**src/rtl/ssd_scan_scheduler.sv**
```systemverilog
// ssd_scan_scheduler
//   Drives the Nexys4 8-digit seven-segment display for the game. Digits 3..0
//   show value_a (sun count), digits 7..4 show value_b (zombies killed). Once
//   per frame both counters are snapshotted and converted to BCD by a shared
//   sequential double-dabble engine. The anodes are time-multiplexed with a
//   fixed dwell of DIGIT_CYCLES clocks per digit.
//
// Ports
//   clk          system clock (100 MHz)
//   reset_n      asynchronous active-low reset
//   value_a      unsigned counter shown on digits 3..0
//   value_b      unsigned counter shown on digits 7..4
//   anode        active-low digit enables, bit i = An i
//   seg          active-low segments {Ca,Cb,Cc,Cd,Ce,Cf,Cg}
//   dp           active-low decimal point (always off)
//   frame_start  one-cycle pulse on the first cycle of digit 0
//   sat_a/sat_b  high while the displayed value is clamped to 9999
module ssd_scan_scheduler #(
    parameter int DIGIT_CYCLES  = 100000,
    parameter int BLANK_LEADING = 1
) (
    input  logic        clk,
    input  logic        reset_n,
    input  logic [15:0] value_a,
    input  logic [15:0] value_b,
    output logic [7:0]  anode,
    output logic [6:0]  seg,
    output logic        dp,
    output logic        frame_start,
    output logic        sat_a,
    output logic        sat_b
);

    localparam int CNT_W = $clog2(DIGIT_CYCLES);

    typedef enum logic [2:0] {
        IDLE, LOAD_A, SHIFT_A, COMMIT_A, LOAD_B, SHIFT_B, COMMIT_B
    } state_t;

    state_t state, stateNext;

    logic [CNT_W-1:0] dwellCnt;
    logic [2:0]       digitIdx;
    logic [2:0]       idxNext;
    logic             dwellWrap;
    logic [6:0]       segNext;

    logic [15:0] binReg;
    logic [19:0] bcdReg;
    logic [19:0] bcdAdj;
    logic [19:0] bcdNext;
    logic [3:0]  shiftCnt;
    logic [15:0] digA;
    logic [15:0] digB;
    logic        firstPass;

    function automatic logic [6:0] segDecode(input logic [3:0] nib);
        case (nib)
            4'd0:    segDecode = 7'b0000001;
            4'd1:    segDecode = 7'b1001111;
            4'd2:    segDecode = 7'b0010010;
            4'd3:    segDecode = 7'b0000110;
            4'd4:    segDecode = 7'b1001100;
            4'd5:    segDecode = 7'b0100100;
            4'd6:    segDecode = 7'b0100000;
            4'd7:    segDecode = 7'b0001111;
            4'd8:    segDecode = 7'b0000000;
            4'd9:    segDecode = 7'b0000100;
            default: segDecode = 7'b1111111;
        endcase
    endfunction

    assign dp = 1'b1;

    // ---------------- scan counter and registered display outputs ----------
    always_comb begin
        dwellWrap = (dwellCnt == CNT_W'(DIGIT_CYCLES - 1));
        idxNext   = dwellWrap ? digitIdx + 3'd1 : digitIdx;
    end

    // Segment pattern is computed for the digit that will be lit after the
    // next edge, so anode and seg are loaded together on the same edge.
    always_comb begin
        logic [15:0] grp;
        logic [15:0] upper;
        logic [1:0]  pos;
        logic [3:0]  nib;
        logic        blank;
        grp     = idxNext[2] ? digB : digA;
        pos     = idxNext[1:0];
        nib     = grp[{pos, 2'b00} +: 4];
        upper   = grp >> {pos, 2'b00};
        blank   = (BLANK_LEADING != 0) && (pos != 2'd0) && (upper == 16'd0);
        segNext = blank ? 7'h7F : segDecode(nib);
    end

    always_ff @(posedge clk or negedge reset_n) begin
        if (!reset_n) begin
            dwellCnt    <= '0;
            digitIdx    <= '0;
            frame_start <= 1'b0;
            anode       <= '1;
            seg         <= '1;
        end else begin
            dwellCnt    <= dwellWrap ? '0 : dwellCnt + CNT_W'(1);
            digitIdx    <= idxNext;
            frame_start <= dwellWrap && (digitIdx == 3'd7);
            anode       <= ~(8'd1 << idxNext);
            seg         <= segNext;
        end
    end

    // ---------------- conversion FSM ----------------------------------------
    always_ff @(posedge clk or negedge reset_n) begin
        if (!reset_n) state <= IDLE;
        else          state <= stateNext;
    end

    // frame_start arriving outside IDLE is simply not looked at.
    always_comb begin
        stateNext = state;
        case (state)
            IDLE:     if (frame_start || firstPass) stateNext = LOAD_A;
            LOAD_A:   stateNext = SHIFT_A;
            SHIFT_A:  if (shiftCnt == 4'd15) stateNext = COMMIT_A;
            COMMIT_A: stateNext = LOAD_B;
            LOAD_B:   stateNext = SHIFT_B;
            SHIFT_B:  if (shiftCnt == 4'd15) stateNext = COMMIT_B;
            COMMIT_B: stateNext = IDLE;
            default:  stateNext = IDLE;
        endcase
    end

    // Double-dabble step: add 3 to every nibble >= 5, then shift {bcd,bin}.
    always_comb begin
        bcdAdj = bcdReg;
        for (int unsigned i = 0; i < 5; i++) begin
            if (bcdReg[i*4 +: 4] >= 4'd5) bcdAdj[i*4 +: 4] = bcdReg[i*4 +: 4] + 4'd3;
        end
        bcdNext = (bcdAdj << 1) | {19'd0, binReg[15]};
    end

    always_ff @(posedge clk or negedge reset_n) begin
        if (!reset_n) begin
            binReg    <= '0;
            bcdReg    <= '0;
            shiftCnt  <= '0;
            digA      <= '0;
            digB      <= '0;
            sat_a     <= 1'b0;
            sat_b     <= 1'b0;
            firstPass <= 1'b1;
        end else begin
            case (state)
                IDLE: firstPass <= 1'b0;
                LOAD_A, LOAD_B: begin
                    binReg   <= (state == LOAD_A) ? value_a : value_b;
                    bcdReg   <= '0;
                    shiftCnt <= '0;
                end
                SHIFT_A, SHIFT_B: begin
                    bcdReg   <= bcdNext;
                    binReg   <= {binReg[14:0], 1'b0};
                    shiftCnt <= shiftCnt + 4'd1;
                end
                COMMIT_A: begin
                    sat_a <= (bcdReg[19:16] != 4'd0);
                    digA  <= (bcdReg[19:16] != 4'd0) ? 16'h9999 : bcdReg[15:0];
                end
                COMMIT_B: begin
                    sat_b <= (bcdReg[19:16] != 4'd0);
                    digB  <= (bcdReg[19:16] != 4'd0) ? 16'h9999 : bcdReg[15:0];
                end
                default: ;
            endcase
        end
    end

endmodule

```
**config.mk**
```make
export PLATFORM = sky130hd
export DESIGN_NAME = ssd_scan_scheduler
export DESIGN_NICKNAME = d
export VERILOG_FILES = /design/src/rtl/ssd_scan_scheduler.sv
export SDC_FILE = /design/constraint.sdc
export NUM_CORES = 1
export LEC_CHECK = 0
export ABC_AREA = 1
export CORE_UTILIZATION = 33
export CTS_CLUSTER_DIAMETER = 200
export DETAILED_ROUTE_END_ITERATION = 16
export MAX_ROUTING_LAYER = met4
export PLACE_DENSITY_LB_ADDON = 0.08
export REMOVE_ABC_BUFFERS = 1
export SYNTH_ARGS = -nofsm -noshare
export SYNTH_HDL_FRONTEND = slang
export SYNTH_SLANG_ARGS = --single-unit
```
**constraint.sdc**
```tcl
create_clock -name clk -period 2.3 [get_ports clk]
set_input_delay 0.345 -clock clk [delete_from_list [all_inputs] [get_ports clk]]
set_output_delay 0.345 -clock clk [all_outputs]
set_load 0.01 [all_outputs]
```
==> summary by stage <==
Placement
OpenSTA, run right after detailed placement, puts the worst setup slack at -0.270 ns. The count of buffers added on input and output ports is 51. Once detailed placement completed, the half-perimeter wirelength came to 11100 µm. The placed instances occupy a cell area of 7480 µm².

At the end of routability-driven placement, the weighted congestion stood at 0.874.

Logic synthesis
The flop and latch count out of synthesis is 114. The fraction of synthesized cell area in xor and xnor cells is 1.68%. The share of the synthesized area in the top cell type is 39.2%. The post-synthesis cell type with the largest combined area is sky130_fd_sc_hd__dfrtp_1. The cell area that synthesis handed to floorplanning was 6260 µm². The simple-gate share of the synthesized area is 27.5%. By area the synthesized netlist is led by sky130_fd_sc_hd__dfrtp_1, sky130_fd_sc_hd__nand2_1, sky130_fd_sc_hd__dfstp_2, sky130_fd_sc_hd__inv_1, sky130_fd_sc_hd__o21ai_0.

The gate count after technology mapping is 778. The async set-or-reset flop fraction in the synthesized netlist is 100%. Counting flops with a built-in enable in the synthesized netlist gives 0. For this run, the leading register cell type out of synthesis is sky130_fd_sc_hd__dfrtp_1. The post-synthesis area per instance is 8.04 µm². The area fraction in compound gates after synthesis is 12.6%. The share of synthesized cell area in full adder, half adder and majority cells is 4.00%.

Of the post-synthesis cell area, the part taken by muxes is 0%. The sequential cell area fraction in the yosys report is 45.9%. By area, the combinational part of the netlist is dominated by simple AND/OR/NAND/NOR gates. After synthesis, the netlist uses 44 different library cells. The count of warnings emitted by yosys is 0.

Worst setup path
The worst path arrival time is 2.78 ns. The combined buffer and inverter count along the critical path is 2. The worst setup path is launched from a register.

The data required time at the worst endpoint is 2.66 ns. The critical path goes through ha_4, nand2_4, nor2_4, nand3_2, nor2_4, nand3_4, nand2_8, buf_6, buf_4, nand2_1, nand3_1, nand2_1, nand2_4, nand2_4, nand2_1, nand2_2, and2_4, nand2_1. The element type at the critical path end is a register. The maximum fanout encountered on the critical timing path is 7. Grouping stages by cell kind, the critical path spends the most delay in simple AND/OR/NAND/NOR gates. Setup slack on the worst reg-to-reg path comes out at -0.12 ns. The worst setup path is of the register to register kind.

On the worst path, the slowest cell contributes a delay of 0.39 ns. The slowest stage of the critical path is the sky130_fd_sc_hd__dfrtp_1 cell. The library cell appearing most often on the critical path is sky130_fd_sc_hd__nand2_1.

Detailed routing
The number of vias after detailed routing is 5577. The detailed router finished its first iteration with 355 violations. After detailed routing, the number of vias per cell comes to 4.81. Dividing the detail-routed wire length by the instance count gives 13.9 µm. Wires add up to 16200 µm. The remaining antenna violation count after routing is 0. The number of search-and-repair iterations in the first detailed-routing pass is 5. The remaining routing DRC violations is 0.

Timing
The number of hold violations in the final report is 0. The final number of max-transition violations is 0. Setup violations remaining at the end of the flow were counted as 7. The worst setup skew after layout is 0.0112 ns. The final worst-path setup slack is -0.116 ns. The maximum achievable frequency is 414 MHz. The relative max-transition margin is 63.9%. The slew at the pin closest to its max-slew limit is 0.542 ns. The routed design could run at a clock period as short as 2.42 ns. The final critical path takes up 105% of the cycle. Setup repair after global routing could not meet its margin everywhere.

The final-layout worst hold slack is 0.438 ns. In the final timing run, aggregate negative setup slack is -0.738 ns.

Pwr
The largest vdd supply drop is 0.507 mV. Total power for the finished layout comes to 4.89 mW. The static power due to leakage is 4.00 nW. Net switching is 21.1% of the power. Of the total power, the clock network draws 56.5%. The internal portion of total power is 3.86 mW. Dividing total power by cell area gives a power density of 564 nW/µm². Of the total power, combinational logic draws 2.4%. Of the total power, registers draw 41.1%. The reported net switching power is 1.03 mW.

Finish
After the last flow step, the layout net total stands at 972. The final cell area excluding filler cells is 8680 µm². In the layout the commonest cells are sky130_fd_sc_hd__nand2_1, sky130_fd_sc_hd__dfrtp_1, sky130_fd_sc_hd__inv_1. The antenna cell count is 0. The area growth from synthesis to final layout is 38.7%. The area occupied by multi-input gates is 3210 µm².

The area taken by flip-flops and latches is 2870 µm². The post-route netlist has 27.3% of its cells at a drive strength greater than 1. Leaving out fill and tap cells, the most frequent cell in the layout is sky130_fd_sc_hd__nand2_1. The count of fill cells added during filler insertion is 1725.

Clock network
The H-tree generated during clock tree synthesis spans 4 levels. The insertion delay to the later sink of the worst-skew pair is 0.42 ns. The clock passes through at most 2 buffers.

CTS placed an instance of sky130_fd_sc_hd__clkbuf_16 at the clock tree root. The clock net in this run drives a total of 114 sinks. After clock tree synthesis, the clock-pin slew on the worst setup and hold paths is 0.05 ns. In this run, CTS created clock tree buffers numbering 17.

The CTS tree is built.

Global routing
The number of antenna violations at the first check in global routing is 0. The first global-routing pass estimated 27400 µm of wire. Global routing finished with a remaining overflow of 0. The number of global-route vias before repair was 5610.

Global routing used 18.1% of the available tracks. Entering global routing, the biggest net connects 42 pins.

Status
The run finished, with violations left. The checks that failed: setup timing.

Die
The area of the core is 18300 µm². The I/O pin count is 53. From left edge to right edge, the die measures 140 µm. The floorplan step defined a die boundary enclosing 19500 µm².

The floorplan has 49 rows. The initial utilization of the core area, before any placement, comes to 34.2%. The die is 140 µm tall.

Min path
The min-delay analysis places its worst path in the category register to register.

Flow run
The number of maximum-capacitance constraint violations is 0.
-- cell families (layout without fill, tap and decap cells) --
family          Yosys count  count (layout)
buf+inv                 129             281
other cells               1               1
xor+xnor                 12              12
flops                   114             114
simple gates            368             369
fa+ha+maj                20              20
compound gates          134             134
-- path summary, 6_finish.rpt --
check,cells after the start,end,start
hold reg to reg,2,firstPass,firstPass
hold / removal,2,firstPass,firstPass
max in group asynchronous,3,state[2],reset_n
min in group asynchronous,2,dwellCnt[13],reset_n
setup / recovery,18,seg[3],dwellCnt[0]
setup reg to reg,18,seg[3],dwellCnt[0]
-- sequential cells by signal, summed over array words and instances (netlist names) --
register / cells
anode: 8
bcdReg: 20
binReg: 16
digA: 16
digB: 16
digitIdx: 3
dwellCnt: 17
firstPass: 1
frame_start: 1
sat_a: 1
sat_b: 1
seg: 7
shiftCnt: 4
state: 3
-- what timing repair did --
action	in CTS	in global routing
endpoints found under the hold margin	22	0
gates resized for setup	35	56
setup buffers	15	9
setup endpoints to repair	7	11
pin swaps	34	37
gates cloned	1	0
hold buffers	1	0
-- Yosys cell counts, types with 4 or more instances --
library cell and instances:
sky130_fd_sc_hd__a21oi_1 12, sky130_fd_sc_hd__a31oi_1 16, sky130_fd_sc_hd__clkbuf_1 15, sky130_fd_sc_hd__dfrtp_1 98, sky130_fd_sc_hd__dfstp_2 16, sky130_fd_sc_hd__ha_1 20, sky130_fd_sc_hd__inv_1 97, sky130_fd_sc_hd__inv_2 5
sky130_fd_sc_hd__nand2_1 184, sky130_fd_sc_hd__nand2_2 11, sky130_fd_sc_hd__nand2_4 6, sky130_fd_sc_hd__nand3_1 47, sky130_fd_sc_hd__nand3_2 8, sky130_fd_sc_hd__nand4_1 4, sky130_fd_sc_hd__nor2_1 77, sky130_fd_sc_hd__nor2_4 7
sky130_fd_sc_hd__nor3_1 6, sky130_fd_sc_hd__o211ai_1 6, sky130_fd_sc_hd__o21ai_0 67, sky130_fd_sc_hd__o22ai_1 11, sky130_fd_sc_hd__o32ai_1 9, sky130_fd_sc_hd__or2_2 6, sky130_fd_sc_hd__xor2_1 12
-- worst reg2reg max path: stages (launching register included) --
cell                      delay [ns]
sky130_fd_sc_hd__dfrtp_1        0.39
sky130_fd_sc_hd__ha_4           0.19
sky130_fd_sc_hd__nand2_4        0.06
sky130_fd_sc_hd__nor2_4         0.11
sky130_fd_sc_hd__nand3_2        0.10
sky130_fd_sc_hd__nor2_4         0.14
sky130_fd_sc_hd__nand3_4        0.12
sky130_fd_sc_hd__nand2_8        0.13
sky130_fd_sc_hd__buf_6          0.14
sky130_fd_sc_hd__buf_4          0.13
sky130_fd_sc_hd__nand2_1        0.08
sky130_fd_sc_hd__nand3_1        0.08
sky130_fd_sc_hd__nand2_1        0.10
sky130_fd_sc_hd__nand2_4        0.12
sky130_fd_sc_hd__nand2_4        0.08
sky130_fd_sc_hd__nand2_1        0.09
sky130_fd_sc_hd__nand2_2        0.09
sky130_fd_sc_hd__and2_4         0.16
sky130_fd_sc_hd__nand2_1        0.06
-- per-stage QoR --
step                      cells  util, %
final                      1160     47.5
after global routing       1160     47.5
after CTS                  1151     45.9
after detailed placement   1102     41.0
after global placement     1102     41.0
after floorplan             753        -
-- power groups by stage --
stage,Combinational [mW],Clock (mW),Sequential (mW)
after detailed placement,0.121,0,2.04
after global placement,0.119,0,2.04
final,0.117,2.76,2.01
after floorplan,0.0143,0,2.04
after CTS,0.123,2.82,2.01
after global routing,0.133,2.91,2.01
-- per-layer routing --
metal,track usage (%),up-vias,routed length [µm]
met5,-,-,0
met4,5.84,0,211
met3,4.16,17,655
met2,29.1,124,7910
met1,22.5,2628,7390
li1,-,2808,-
-- final cells by class --
type / count / share of cell area [%]
clock inverters: 12 / 1.79
multi-input cells: 536 / 37.0
repair buffers: 145 / 14.8
flip-flops and latches: 114 / 33.1
well taps: 229 / 3.30
clock buffers: 20 / 5.38
inverters: 104 / 4.59
No activity file was read; power rests on OpenSTA's default activity.
